## config.mk

```make
export PLATFORM = sky130hd
export DESIGN_NAME = hub75_bcm_scan
export DESIGN_NICKNAME = d
export VERILOG_FILES = /design/src/rtl/hub75_bcm_scan.sv
export SDC_FILE = /design/constraint.sdc
export NUM_CORES = 1
export LEC_CHECK = 0
export BUFFER_PORTS_ARGS = -buffer_cell sky130_fd_sc_hd__buf_2
export CELL_PAD_IN_SITES_DETAIL_PLACEMENT = 0
export CELL_PAD_IN_SITES_GLOBAL_PLACEMENT = 1
export CORE_ASPECT_RATIO = 0.9
export CORE_MARGIN = 2
export CORE_UTILIZATION = 31
export CTS_CLUSTER_SIZE = 25
export DETAILED_ROUTE_END_ITERATION = 16
export PLACE_DENSITY_LB_ADDON = 0.1
export RECOVER_POWER = 25
export SYNTH_ARGS = -nofsm -noshare
export SYNTH_HDL_FRONTEND = slang
export SYNTH_SLANG_ARGS = --single-unit
```

## constraint.sdc

```tcl
create_clock -name clk -period 2.65 [get_ports clk]
set_input_delay 0 -clock clk [delete_from_list [all_inputs] [get_ports clk]]
set_output_delay 0 -clock clk [all_outputs]
set_load 0.05 [all_outputs]
```

## src/rtl/hub75_bcm_scan.sv

```systemverilog
// HUB75 scan driver: streams BCM bit planes out of a synchronous frame buffer and
// generates sclk/lat/oe/row address for a 1/SCAN_ROWS-scan panel with global brightness.
module hub75_bcm_scan #(
   parameter int COLS       = 64,
   parameter int SCAN_ROWS  = 16,
   parameter int COLOR_BITS = 4,
   parameter int BASE       = 8
) (
   input  logic                                       clk,
   input  logic                                       rst_n,
   input  logic                                       enable,
   input  logic [7:0]                                 brightness,
   output logic [$clog2(SCAN_ROWS)+$clog2(COLS)-1:0]  rd_addr,
   input  logic [3*COLOR_BITS-1:0]                    rd_data_top,
   input  logic [3*COLOR_BITS-1:0]                    rd_data_bot,
   output logic                                       r0,
   output logic                                       g0,
   output logic                                       b0,
   output logic                                       r1,
   output logic                                       g1,
   output logic                                       b1,
   output logic                                       sclk,
   output logic                                       lat,
   output logic                                       oe,
   output logic [$clog2(SCAN_ROWS)-1:0]               row_addr,
   output logic                                       frame_start
);

   localparam int ROW_BITS = $clog2(SCAN_ROWS);
   localparam int COL_BITS = $clog2(COLS);
   localparam int CNT_W    = COL_BITS + 1;
   localparam int PL_W     = (COLOR_BITS > 1) ? $clog2(COLOR_BITS) : 1;
   localparam int BB_W     = 8 + $clog2(BASE + 1);
   localparam int ON_W     = BB_W + COLOR_BITS - 1;
   localparam int D_W      = $clog2((BASE << (COLOR_BITS - 1)) + 1);

   typedef enum logic [2:0] {
      S_IDLE,
      S_PREFETCH,
      S_SHIFT,
      S_LATCH,
      S_DISPLAY
   } state_t;

   state_t                       r_state;
   logic [ROW_BITS-1:0]          r_row;
   logic [PL_W-1:0]              r_plane;
   logic [CNT_W-1:0]             r_cnt;
   logic [D_W-1:0]               r_dcnt;
   logic [BB_W-1:0]              r_bb;
   logic                         r_shift_en;
   logic                         r_sclk;
   logic                         r_lat;
   logic                         r_oe;
   logic                         r_frame_start;
   logic [ROW_BITS-1:0]          r_row_addr;
   logic [ROW_BITS+COL_BITS-1:0] r_rd_addr;

   logic [COL_BITS-1:0]          w_pix;
   logic                         w_last_pix;
   logic                         w_last_cnt;
   logic                         w_last_plane;
   logic                         w_last_row;
   logic                         w_disp_done;
   logic [D_W-1:0]               w_len;
   logic [D_W-1:0]               w_on;
   logic [D_W-1:0]               w_dnext;
   logic [ON_W-1:0]              w_on_full;
   logic [COLOR_BITS-1:0]        w_rt, w_gt, w_bt, w_rb, w_gb, w_bb;

   // r_cnt counts half-pixels: bit 0 is the sclk phase, the upper bits the pixel index
   assign w_pix        = r_cnt[CNT_W-1:1];
   assign w_last_pix   = (w_pix == COL_BITS'(COLS - 1));
   assign w_last_cnt   = (r_cnt == CNT_W'(2 * COLS - 1));
   assign w_last_plane = (r_plane == PL_W'(COLOR_BITS - 1));
   assign w_last_row   = (r_row == ROW_BITS'(SCAN_ROWS - 1));

   // brightness*BASE is captured once per frame; each plane only shifts it, so nothing
   // is truncated before the final >>8
   assign w_len       = D_W'(BASE) << r_plane;
   assign w_on_full   = ON_W'(r_bb) << r_plane;
   assign w_on        = D_W'(w_on_full >> 8);
   assign w_dnext     = r_dcnt + D_W'(1);
   assign w_disp_done = (w_dnext == w_len);

   assign w_rt = rd_data_top[2*COLOR_BITS +: COLOR_BITS];
   assign w_gt = rd_data_top[COLOR_BITS +: COLOR_BITS];
   assign w_bt = rd_data_top[0 +: COLOR_BITS];
   assign w_rb = rd_data_bot[2*COLOR_BITS +: COLOR_BITS];
   assign w_gb = rd_data_bot[COLOR_BITS +: COLOR_BITS];
   assign w_bb = rd_data_bot[0 +: COLOR_BITS];

   // Frame-buffer read data arrives exactly when it must be on the lines, so the data
   // outputs are the selected plane bit gated by a registered shift-window flag.
   assign r0 = r_shift_en & w_rt[r_plane];
   assign g0 = r_shift_en & w_gt[r_plane];
   assign b0 = r_shift_en & w_bt[r_plane];
   assign r1 = r_shift_en & w_rb[r_plane];
   assign g1 = r_shift_en & w_gb[r_plane];
   assign b1 = r_shift_en & w_bb[r_plane];

   assign sclk        = r_sclk;
   assign lat         = r_lat;
   assign oe          = r_oe;
   assign row_addr    = r_row_addr;
   assign rd_addr     = r_rd_addr;
   assign frame_start = r_frame_start;

   always_ff @(posedge clk or negedge rst_n) begin
      if (!rst_n) begin
         r_state       <= S_IDLE;
         r_row         <= '0;
         r_plane       <= '0;
         r_cnt         <= '0;
         r_dcnt        <= '0;
         r_bb          <= '0;
         r_shift_en    <= 1'b0;
         r_sclk        <= 1'b0;
         r_lat         <= 1'b0;
         r_oe          <= 1'b1;
         r_frame_start <= 1'b0;
         r_row_addr    <= '0;
         r_rd_addr     <= '0;
      end else begin
         r_frame_start <= 1'b0;
         r_lat         <= 1'b0;
         case (r_state)
            S_IDLE: begin
               if (enable) begin
                  r_state       <= S_PREFETCH;
                  r_row         <= '0;
                  r_plane       <= '0;
                  r_frame_start <= 1'b1;
                  r_bb          <= BB_W'(brightness) * BB_W'(BASE);
                  r_rd_addr     <= '0;
               end
            end

            S_PREFETCH: begin
               r_state    <= S_SHIFT;
               r_cnt      <= '0;
               r_shift_en <= 1'b1;
            end

            // the address runs one pixel ahead, advancing as each sclk high phase starts
            S_SHIFT: begin
               r_cnt <= r_cnt + CNT_W'(1);
               if (!r_cnt[0]) begin
                  r_sclk <= 1'b1;
                  if (!w_last_pix) begin
                     r_rd_addr <= {r_row, w_pix + COL_BITS'(1)};
                  end
               end else begin
                  r_sclk <= 1'b0;
                  if (w_last_cnt) begin
                     r_state    <= S_LATCH;
                     r_lat      <= 1'b1;
                     r_shift_en <= 1'b0;
                     r_row_addr <= r_row;
                  end
               end
            end

            S_LATCH: begin
               r_state <= S_DISPLAY;
               r_dcnt  <= '0;
               r_oe    <= (w_on == '0);
            end

            S_DISPLAY: begin
               r_dcnt <= w_dnext;
               r_oe   <= (w_dnext >= w_on);
               if (w_disp_done) begin
                  r_oe <= 1'b1;
                  if (!w_last_plane) begin
                     r_plane   <= r_plane + PL_W'(1);
                     r_state   <= S_PREFETCH;
                     r_rd_addr <= {r_row, COL_BITS'(0)};
                  end else begin
                     r_plane <= '0;
                     if (!w_last_row) begin
                        r_row     <= r_row + ROW_BITS'(1);
                        r_state   <= S_PREFETCH;
                        r_rd_addr <= {r_row + ROW_BITS'(1), COL_BITS'(0)};
                     end else if (enable) begin
                        r_row         <= '0;
                        r_state       <= S_PREFETCH;
                        r_frame_start <= 1'b1;
                        r_bb          <= BB_W'(brightness) * BB_W'(BASE);
                        r_rd_addr     <= '0;
                     end else begin
                        r_row      <= '0;
                        r_state    <= S_IDLE;
                        r_row_addr <= '0;
                        r_rd_addr  <= '0;
                     end
                  end
               end
            end

            default: r_state <= S_IDLE;
         endcase
      end
   end

endmodule

```

==> flow_metrics.env <==
export IMPL_run_status="completed"
export IMPL_synth_compound_area_frac=0.188
export IMPL_cts_sinks=48
export IMPL_cts_tree="built"
export IMPL_dieArea_um2=10600
export IMPL_wl_per_cell_um=14.8
export IMPL_ys_top_cells_by_area="dfrtp_1, ha_1, o21ai_0"
export IMPL_cts_resized=0
export IMPL_synth_edf_count=0
export IMPL_min_path_cells=3
export IMPL_rr_startpoint="r_plane[1]"
export IMPL_drtPass1Iterations=4
export IMPL_fin_ws_ps=294
export IMPL_num_io_pins=59
export IMPL_start_util=0.317
export IMPL_drt_wl_total_mm=7.66
export IMPL_dp_hpwl_mm=5.61
export IMPL_synth_area_um2=3050
export IMPL_p_leak_nw=1.73
export IMPL_worstPathRequired_ps=2850
export IMPL_final_antenna_net_count=0
export IMPL_die_x_um=109
export IMPL_htree_levels=2
export IMPL_clockBufferDepth=2
export IMPL_fmaxAchievable_ghz=0.424
export IMPL_yosysSeqAreaShare=0.394
export IMPL_slew_viol_final=0
export IMPL_cp_start_kind="flop"
export IMPL_r2r_slack_ps=290
export IMPL_synth_xor_area_frac=0.0558
export IMPL_overflow=0
export IMPL_final_cell_mix="buf_2, dfrtp_1, nand2_1"
export IMPL_min_period_ps=2360
export IMPL_intPower_mw=1.05
export IMPL_syn_area_per_cell_um2=9.44
export IMPL_synthCells=323
export IMPL_final_nets=439
export IMPL_endpoint_kind="flop"
export IMPL_synth_largest_area_cell="dfrtp_1"
export IMPL_hold_violations=0
export IMPL_cts_inserted_buffers=5
export IMPL_async_flop_share=1.00
export IMPL_synth_top_family_by_area="compound AO/OA/AOI/OAI gates"
export IMPL_insertion_delay_ps=310
export IMPL_ys_warn_count=0
export IMPL_port_buffers=56
export IMPL_ys_types=51
export IMPL_worst_slew_pin_slew_ps=1450
export IMPL_detail_route_vias_per_cell=4.94
export IMPL_maxCapViolations=0
export IMPL_dp_slack_ps=266
export IMPL_layout_commonest_cell="buf_2"
export IMPL_reg2reg_to="r_bb[5]"
export IMPL_postCtsSetupRepairBufs=0
export IMPL_drt_iter0_markers=65
export IMPL_critical_path_class="flop to flop"
export IMPL_drive_gt1_frac=0.260
export IMPL_grt_pass1_wl_mm=12.6
export IMPL_gp_congestion=0.741
export IMPL_multi_input_area_um2=1720
export IMPL_nFillCells=1001
export IMPL_clkPwrFrac=0.404
export IMPL_slew_headroom=0.0322
export IMPL_grtUsageTotal=0.149
export IMPL_worstHoldEndpoint="frame_start"
export IMPL_antenna_cells=0
export IMPL_grt_pass1_vias=2491
export IMPL_irDropWorstVdd_mv=0.181
export IMPL_fin_crit_sh=0.889
export IMPL_setup_viol=0
export IMPL_worstHoldStart="enable"
export IMPL_regArea_um2=1200
export IMPL_rows=34
export IMPL_core_um2=9610
export IMPL_power_per_cell_area_nw_per_um2=370
export IMPL_synth_nets=371
export IMPL_vias=2560
export IMPL_antenna_found_initial=0
export IMPL_rsz0062_at_grt="no"
export IMPL_die_h_um=98.1
export IMPL_power_mw=1.37
export IMPL_cts_root_buf="clkbuf_8"
export IMPL_sw_frac_of_total=0.231
export IMPL_ys_flop_type="dfrtp_1"
export IMPL_seqPwrFrac=0.536
export IMPL_min_path_type="input port to flop"
export IMPL_tns_ps=0
export IMPL_synth_simple_area_share=0.162
export IMPL_combPwrFrac=0.060
export IMPL_syn_to_final_growth_pct=21.2
export IMPL_critPathArrivalTime_ps=2550
export IMPL_netlist_area_leader_share=0.386
export IMPL_worst_path_max_fanout=7
export IMPL_synth_seq_cells=48
export IMPL_muxShareOfSynthArea=0.106
export IMPL_p_sw_mw=0.316
export IMPL_grt_max_degree=26
export IMPL_yosys_area_share_adder=0.0534
export IMPL_skew_ps=5.65
export IMPL_reg2reg_depth=8
export IMPL_path_clk_slew_ps=90
export IMPL_drc=0
==> cells in the mapped netlist, drive strengths merged, types with 2 or more instances <==
cell type  instances
dfrtp             47
nand2             37
o21ai             32
nor2              25
a21oi             19
nand3             14
ha                13
mux2              13
buf               10
inv               10
a22o               9
clkbuf             8
nor3               8
and2               7
xnor2              7
xor2               7
mux4               6
o22ai              6
a31oi              5
mux2i              4
a21o               3
nand4              3
a211oi             2
a41oi              2
clkinv             2
nor2b              2
o21a               2
o22a               2
xnor3              2
==> critical path: stages, from the launching register on <==
cell and delay [ps]:
dfrtp_1 360, clkinv_1 130, ha_1 240, xor2_1 200, xnor2_1 130, and4bb_2 310
nand4_1 190, a21oi_4 320, mux2_2 370
==> per-layer routing <==
layer / global-route usage / routed length [um]
met5: 0 / 0
met4: 0.0385 / 78
met3: 0.0274 / 423
met2: 0.232 / 3250
met1: 0.214 / 3910
==> kinds of logic (layout without fill, tap and decap cells) <==
| logic type | count (synthesis) | after routing |
|---|---|---|
| xor gates and xnor gates | 16 | 16 |
| AOI/OAI and AO/OA | 89 | 89 |
| buffers and inverters | 30 | 99 |
| muxes | 23 | 23 |
| DFF | 48 | 48 |
| and+or+nand+nor | 104 | 104 |
| adders and majority gates | 13 | 13 |
==> power by group through the flow <==
stage / clock [mW] / sequential [mW] / combinational (mW)
final: 0.553 / 0.732 / 0.0820
after global routing: 0.600 / 0.732 / 0.0913
after CTS: 0.571 / 0.732 / 0.0842
after detailed placement: 0 / 0.746 / 0.0762
after global placement: 0 / 0.746 / 0.0751
after floorplan: 0 / 0.747 / 0.0303
==> metrics by stage <==
step / instance area (um^2) / hold WS, ps / utilization / instances
finish: 3690 / 70.6 / 0.384 / 518
global route: 3690 / 81.2 / 0.384 / 518
CTS: 3700 / 72.1 / 0.385 / 518
detailed placement: 3530 / 52.9 / 0.367 / 503
global placement: 3530 / 46.3 / 0.367 / 503
floorplan: 3050 / -296 / - / 323
==> worst max path at each step <==
stage               depth (start not counted)    endpoint  slack, ps  startpoint
floorplan                                  10  rd_addr[6]         50  r_plane[0]
global placement                            7     r_bb[9]        300   r_dcnt[0]
detailed placement                          7     r_bb[5]        270   r_dcnt[0]
CTS                                         7     r_bb[5]        240   r_dcnt[0]
global route                                7     r_bb[6]        100   r_dcnt[0]
finish                                      8     r_bb[5]        290  r_plane[1]
==> flip-flops by register name (all words and copies together) (netlist names), 2 cells and up <==
name      cells
r_cnt         7
r_row         4
rd_addr      10
r_state       3
r_plane       2
r_bb          6
row_addr      4
r_dcnt        7
==> timing repair <==
action / CTS / global route
hold buffers: 7 / 0
endpoints found under the setup margin: 0 / 0
endpoints found under the hold margin: 30 / 0
==> cell type report <==
type	count	area share
Clock buffer	6	0.0196
Clock inverter	2	0.00948
Inverter	12	0.0122
Multi-Input combinational cell	245	0.466
Sequential cell	48	0.325
Tap cell	126	0.0427
Timing Repair Buffer	79	0.125
(Power assumes the default switching activity.)
